**src/rtl/alu_pkg.sv**
```systemverilog
// Shared definitions for the sequential ALU and the status stage that consumes its result.
package alu_pkg;

  localparam int ALU_WIDTH = 16;

  // A shift count is taken from the low bits of operand B.
  localparam int SHAMT_W = 4;

  localparam logic [3:0] OP_ADD = 4'd0;
  localparam logic [3:0] OP_SUB = 4'd1;
  localparam logic [3:0] OP_AND = 4'd2;
  localparam logic [3:0] OP_OR  = 4'd3;
  localparam logic [3:0] OP_XOR = 4'd4;
  localparam logic [3:0] OP_NOT = 4'd5;
  localparam logic [3:0] OP_SHL = 4'd6;
  localparam logic [3:0] OP_SHR = 4'd7;
  localparam logic [3:0] OP_MUL = 4'd8;

  typedef enum logic [1:0] {
    ST_IDLE = 2'd0,
    ST_RUN  = 2'd1,
    ST_DONE = 2'd2
  } state_t;

endpackage

```
**src/rtl/seq_multiplier.sv**
```systemverilog
// Shift-add unsigned multiplier. The parent loads the operands once and then
// pulses step once per cycle. After WIDTH steps the accumulator holds the full
// 2*WIDTH-bit product.
// The next accumulator value is exported so the parent can register the
// final product on the same edge as the last step.
module seq_multiplier
  import alu_pkg::*;
#(
  parameter int WIDTH = ALU_WIDTH
) (
  input  logic               clock,
  input  logic               reset,
  input  logic               load,
  input  logic               step,
  input  logic [WIDTH-1:0]   mcand,
  input  logic [WIDTH-1:0]   mplier,
  output logic [2*WIDTH-1:0] acc_next
);

  logic [2*WIDTH-1:0] acc;
  logic [WIDTH-1:0]   mcand_q;
  logic [WIDTH:0]     partial;

  // One step: conditionally add the multiplicand into the upper half, then
  // shift the whole accumulator right. The carry goes into the top bit.
  always_comb begin
    partial  = {1'b0, acc[2*WIDTH-1:WIDTH]} +
               (acc[0] ? {1'b0, mcand_q} : {(WIDTH+1){1'b0}});
    acc_next = {partial, acc[WIDTH-1:1]};
  end

  // The accumulator starts with the multiplier in its low half.
  always_ff @(posedge clock or posedge reset) begin
    if (reset) begin
      acc     <= '0;
      mcand_q <= '0;
    end else if (load) begin
      mcand_q <= mcand;
      acc     <= {{WIDTH{1'b0}}, mplier};
    end else if (step) begin
      acc     <= acc_next;
    end
  end

endmodule

```
**src/rtl/multicycle_alu.sv**
```systemverilog
// Sequential ALU. It runs one operation per accepted start pulse.
// Logic ops and add/sub finish in one cycle. Shifts advance one bit per cycle.
// MUL takes WIDTH shift-add steps.
//
// state   | meaning
// --------+-----------------------------------------------------------
// IDLE    | waiting; accepts start
// RUN     | multi-cycle op in progress; start ignored; counter counts down
// DONE    | one-cycle result strobe; accepts a back-to-back start
module multicycle_alu
  import alu_pkg::*;
#(
  parameter int WIDTH = ALU_WIDTH
) (
  input  logic             clock,
  input  logic             reset,
  input  logic             start,
  input  logic [3:0]       op,
  input  logic [WIDTH-1:0] operandA,
  input  logic [WIDTH-1:0] operandB,
  output logic             busy,
  output logic             done,
  output logic [WIDTH-1:0] ALUComputedValue,
  output logic             overflow
);

  // The counter must be able to hold both WIDTH (MUL) and the largest shift count.
  localparam int CNT_W = ($clog2(WIDTH+1) > SHAMT_W) ? $clog2(WIDTH+1) : SHAMT_W;

  state_t state, state_nxt;

  logic [CNT_W-1:0]   count;
  logic [3:0]         op_q;
  logic [WIDTH-1:0]   sh_q, sh_next;
  logic [SHAMT_W-1:0] shamt;
  logic [WIDTH-1:0]   sum, diff;
  logic [WIDTH-1:0]   quick_res;
  logic               quick_ovf;
  logic               is_shift, needs_run;
  logic               accept, direct, last_step;
  logic               mul_load, mul_step;
  logic [2*WIDTH-1:0] mul_next;

  assign shamt     = SHAMT_W'(operandB);
  assign sum       = operandA + operandB;
  assign diff      = operandA - operandB;
  assign is_shift  = (op == OP_SHL) || (op == OP_SHR);
  assign needs_run = (is_shift && (shamt != '0)) || (op == OP_MUL);

  assign busy     = (state == ST_RUN);
  assign done     = (state == ST_DONE);
  assign mul_load = accept && (op == OP_MUL);
  assign mul_step = (state == ST_RUN) && (op_q == OP_MUL);
  assign sh_next  = (op_q == OP_SHL) ? (sh_q << 1) : (sh_q >> 1);

  seq_multiplier #(.WIDTH(WIDTH)) u_mul (
    .clock    (clock),
    .reset    (reset),
    .load     (mul_load),
    .step     (mul_step),
    .mcand    (operandA),
    .mplier   (operandB),
    .acc_next (mul_next)
  );

  // Single-cycle results, computed straight from the operands at start.
  // A shift by zero passes A through unchanged.
  always_comb begin
    quick_res = '0;
    quick_ovf = 1'b0;
    case (op)
      OP_ADD: begin
        quick_res = sum;
        quick_ovf = (operandA[WIDTH-1] == operandB[WIDTH-1]) &&
                    (sum[WIDTH-1] != operandA[WIDTH-1]);
      end
      OP_SUB: begin
        quick_res = diff;
        quick_ovf = (operandA[WIDTH-1] != operandB[WIDTH-1]) &&
                    (diff[WIDTH-1] != operandA[WIDTH-1]);
      end
      OP_AND:         quick_res = operandA & operandB;
      OP_OR:          quick_res = operandA | operandB;
      OP_XOR:         quick_res = operandA ^ operandB;
      OP_NOT:         quick_res = ~operandA;
      OP_SHL, OP_SHR: quick_res = operandA;
      default:        ;
    endcase
  end

  // State register.
  always_ff @(posedge clock or posedge reset) begin
    if (reset) state <= ST_IDLE;
    else       state <= state_nxt;
  end

  // Next-state logic. RUN leaves on the terminal count of 1, which is the last step.
  always_comb begin
    state_nxt = state;
    accept    = 1'b0;
    direct    = 1'b0;
    last_step = 1'b0;
    case (state)
      ST_IDLE, ST_DONE: begin
        if (start) begin
          accept = 1'b1;
          if (needs_run) begin
            state_nxt = ST_RUN;
          end else begin
            state_nxt = ST_DONE;
            direct    = 1'b1;
          end
        end else begin
          state_nxt = ST_IDLE;
        end
      end
      ST_RUN: begin
        if (count == CNT_W'(1)) begin
          last_step = 1'b1;
          state_nxt = ST_DONE;
        end
      end
      default: state_nxt = ST_IDLE;
    endcase
  end

  // Operand capture, step counter and shifter, plus the output registers.
  // The output registers change only on the edge that enters DONE.
  always_ff @(posedge clock or posedge reset) begin
    if (reset) begin
      count            <= '0;
      op_q             <= '0;
      sh_q             <= '0;
      ALUComputedValue <= '0;
      overflow         <= 1'b0;
    end else begin
      if (accept) begin
        op_q  <= op;
        sh_q  <= operandA;
        count <= (op == OP_MUL) ? CNT_W'(WIDTH) : CNT_W'(shamt);
      end else if (state == ST_RUN) begin
        count <= count - 1'b1;
        sh_q  <= sh_next;
      end

      if (direct) begin
        ALUComputedValue <= quick_res;
        overflow         <= quick_ovf;
      end else if (last_step) begin
        if (op_q == OP_MUL) begin
          ALUComputedValue <= mul_next[WIDTH-1:0];
          overflow         <= |mul_next[2*WIDTH-1:WIDTH];
        end else begin
          ALUComputedValue <= sh_next;
          overflow         <= 1'b0;
        end
      end
    end
  end

endmodule
```
**config.mk**
```make
export PLATFORM = sky130hd
export DESIGN_NAME = multicycle_alu
export DESIGN_NICKNAME = d
export VERILOG_FILES = /design/src/rtl/alu_pkg.sv /design/src/rtl/seq_multiplier.sv /design/src/rtl/multicycle_alu.sv
export SDC_FILE = /design/constraint.sdc
export NUM_CORES = 1
export LEC_CHECK = 0
export BUFFER_PORTS_ARGS = -buffer_cell sky130_fd_sc_hd__clkbuf_2
export CAP_MARGIN = 15
export CELL_PAD_IN_SITES_DETAIL_PLACEMENT = 1
export CELL_PAD_IN_SITES_GLOBAL_PLACEMENT = 1
export CORE_MARGIN = 3
export CORE_UTILIZATION = 30
export CTS_CLUSTER_SIZE = 12
export DETAILED_ROUTE_END_ITERATION = 10
export GPL_ROUTABILITY_DRIVEN = 0
export GPL_TIMING_DRIVEN = 1
export PLACE_DENSITY = 0.59
export SYNTH_ARGS = -nofsm -noshare
export SYNTH_HDL_FRONTEND = slang
export SYNTH_SLANG_ARGS = --single-unit
```
**constraint.sdc**
```tcl
create_clock -name clock -period 3.1 [get_ports clock]
set_clock_uncertainty 0.1 [all_clocks]
set_input_delay 0.155 -clock clock [delete_from_list [all_inputs] [get_ports clock]]
set_output_delay 0.155 -clock clock [all_outputs]
set_load 0.05 [all_outputs]
```
==> impl_metrics.env <==
export IMPL_ant_nets=0
export IMPL_die_h_um=169.3
export IMPL_cap_violations=0
export IMPL_synth_area_sq_um=8003
export IMPL_grt_max_degree=93
export IMPL_hold_end="u_mul.acc[6]"
export IMPL_yosysTopAreaCell="dfrtp_1"
export IMPL_p_total_uw=5991
export IMPL_drt_iter0_markers=515
export IMPL_power_density_nw_per_um2=642.6
export IMPL_grt_first_pass_wirelength_um=46060
export IMPL_io_pins=58
export IMPL_clock_fmax_ghz=0.3297
export IMPL_antennaDiodeCount=0
export IMPL_core_area_sq_um=26130
export IMPL_critical_path_class="reg2reg"
export IMPL_rows=59
export IMPL_cts_sinks=92
export IMPL_fin_area_sq_um=9323
export IMPL_dominantRegCellSynth="dfrtp_1"
export IMPL_synthTopCellsByArea="dfrtp_1 29%, ha_1 11%, nand2_1 5.3%"
export IMPL_syn_nets=1086
export IMPL_wl_um=29460
export IMPL_ir_drop_mv=0.2508
export IMPL_synthCells=971
export IMPL_fillers=3167
export IMPL_cts_made_buffers=9
export IMPL_worst_hold_path_type="in2reg"
export IMPL_async_flop_share_pct=100.0
export IMPL_cp_data_arrival_time_ps=3170
export IMPL_drcViolationCount=0
export IMPL_ys_seq_elements=92
export IMPL_crit_fanout=13
export IMPL_synth_top_area_share_pct=28.77
export IMPL_power_leakage_uw=0.004243
export IMPL_area_growth_pct=16.49
export IMPL_timing_hold_ws_ps=6.827
export IMPL_cp_end_kind="register"
export IMPL_post_route_period_util_pct=97.83
export IMPL_hpwl_um=22840
export IMPL_multi_input_area_sq_um=5359
export IMPL_antenna_found_initial=0
export IMPL_synth_top_cells_by_count="112 x nand2_1, 102 x nor2_1, 92 x dfrtp_1"
export IMPL_die_w_um=169.3
export IMPL_ys_seq_area_share_pct=28.77
export IMPL_grt_overflow=0
export IMPL_r2r_end="overflow"
export IMPL_initial_utilization_pct=30.62
export IMPL_cts_buffer_depth=2
export IMPL_fin_nets=1160
export IMPL_outcome="complete, no violations"
export IMPL_start_kind="register"
export IMPL_yosysMostFrequentCell="nand2_1"
export IMPL_clk_pin_slew_worst_paths_ps=70
export IMPL_hold_path_startpoint="operandB[6]"
export IMPL_first_global_vias=7786
export IMPL_rsz0062_at_grt="yes"
export IMPL_layoutNonFillerInstCount=1382
export IMPL_cts_max_level=3
export IMPL_register_area_sq_um=2302
export IMPL_setup_tns_ps=0
export IMPL_min_period_ps=3033
export IMPL_maxSlewHeadroom_pct=33.63
export IMPL_worst_slew_pin_slew_ps=994.4
export IMPL_vias=7616
export IMPL_dp_cells=1360
export IMPL_postSynthAreaPerCell_sq_um=8.242
export IMPL_io_buffers=57
export IMPL_clk_latency_ps=350
export IMPL_wire_per_inst_um=21.32
export IMPL_finalHoldViolations=0
export IMPL_setup_violations=0
export IMPL_required_ps=3240
export IMPL_reg2reg_from="u_mul.acc[0]"
export IMPL_r2r_cells=11
export IMPL_drive_gt1_share_pct=18.24
export IMPL_rrSetupSlack_ps=70
export IMPL_yosysWarnings=0
export IMPL_grt_usage_pct=20.66
export IMPL_dr_pass1_iters=5
export IMPL_cts_root_buf="clkbuf_16"
export IMPL_drv_slew=0
export IMPL_routed_via_density=5.511
export IMPL_synth_cell_type_count=94
export IMPL_synth_edf_count=0
export IMPL_place_area_sq_um=8879
export IMPL_tritoncts="built"
export IMPL_dieArea_sq_um=28670
export IMPL_min_path_cells=3
[where the power goes]
group          internal (uW)  switching [uW]  leakage (uW)  total [uW]
Clock                    635             478      0.000134        1110
Combinational           1100            1790       0.00295        2880
Sequential              1640             358       0.00115        1990
Total                   3370            2620       0.00424        5990
[area by class of cell]
cell class                      count  share of cell area [%]
Tap cell                          335                   4.496
Timing Repair Buffer              114                   7.918
Clock inverter                      2                  0.4026
Sequential cell                    92                   24.69
Multi-Input combinational cell    769                   57.48
Inverter                           59                   2.402
Clock buffer                       11                   2.604
[worst max-delay path, cell delays in order (launching register included)]
cell and delay, ps:
dfrtp_1 400, buf_4 180, and2_1 150, ha_1 310
and2_4 170, and3_4 170, a21boi_4 140, or4_1 510
a21oi_1 190, nand4_1 170, nor4_2 350, o21ai_2 70
[routing by layer]
layer | track usage, % | wire length [um]
met5 | 0 | 0
met4 | 2.881 | 249
met3 | 2.772 | 1120
met2 | 33.40 | 13520
met1 | 30.18 | 14570
[layout by cell type, fill, tap and decap left out, drive strengths merged, types with 5 or more instances in the layout]
master	count
nand2	112
nor2	104
dfrtp	92
a21oi	80
o21ai	79
ha	73
clkbuf	68
inv	58
buf	52
and2	21
nor3	20
a22oi	18
nand3	17
mux2i	16
mux2	16
xnor2	15
a211oi	14
o211ai	12
nand2b	11
o31ai	9
nor2b	9
a2111oi	9
a21o	8
nand4	8
xor2	8
a31oi	8
a221oi	8
a22o	7
nor4	7
dlygate4sd3	5
nand3b	5
and3	5
o2111ai	5
[how the worst max path moves through the flow]
| stage | slack [ps] | cells past startpoint | from | end |
|---|---|---|---|---|
| finish | 70 | 11 | u_mul.acc[0] | overflow |
| global route | -160 | 12 | u_mul.acc[0] | overflow |
| CTS | 40 | 11 | u_mul.acc[0] | overflow |
| detailed placement | 40 | 11 | u_mul.acc[0] | overflow |
| global placement | 100 | 11 | operandB[1] | ALUComputedValue[13] |
| floorplan | 230 | 13 | u_mul.acc[0] | overflow |
[through the flow]
stage	worst slack [ps]	util, %
3_3_place_gp	104.6	33.97
3_5_place_dp	39.25	33.97
5_1_grt	-159.7	35.67
2_1_floorplan	230.3	-
6_report	67.30	35.67
4_1_cts	43.51	35.24
[cell families (layout without fill, tap and decap cells)]
logic type / after synthesis / in the layout / synth area share (%)
buf+inv: 110 / 186 / 5.675
flops: 92 / 92 / 28.77
mux: 32 / 32 / 4.253
simple gates: 340 / 340 / 21.19
fa+ha+maj: 76 / 76 / 12.16
compound gates: 298 / 298 / 25.44
xor+xnor: 23 / 23 / 2.517
[state kept, by name (all words and copies together), names as in the netlist]
signal / cells
op_q: 4
u_mul.mcand_q: 16
u_mul.acc: 32
overflow: 1
ALUComputedValue: 16
state: 2
sh_q: 16
count: 5
[repair_timing]
item | 4_1_cts | 5_1_grt
hold buffers | 5 | 0
endpoints found under the setup margin | 0 | 2
setup buffers | 0 | 4
resized for setup | 0 | 16
endpoints found under the hold margin | 96 | 0
Power figures use the tool's default switching activity.
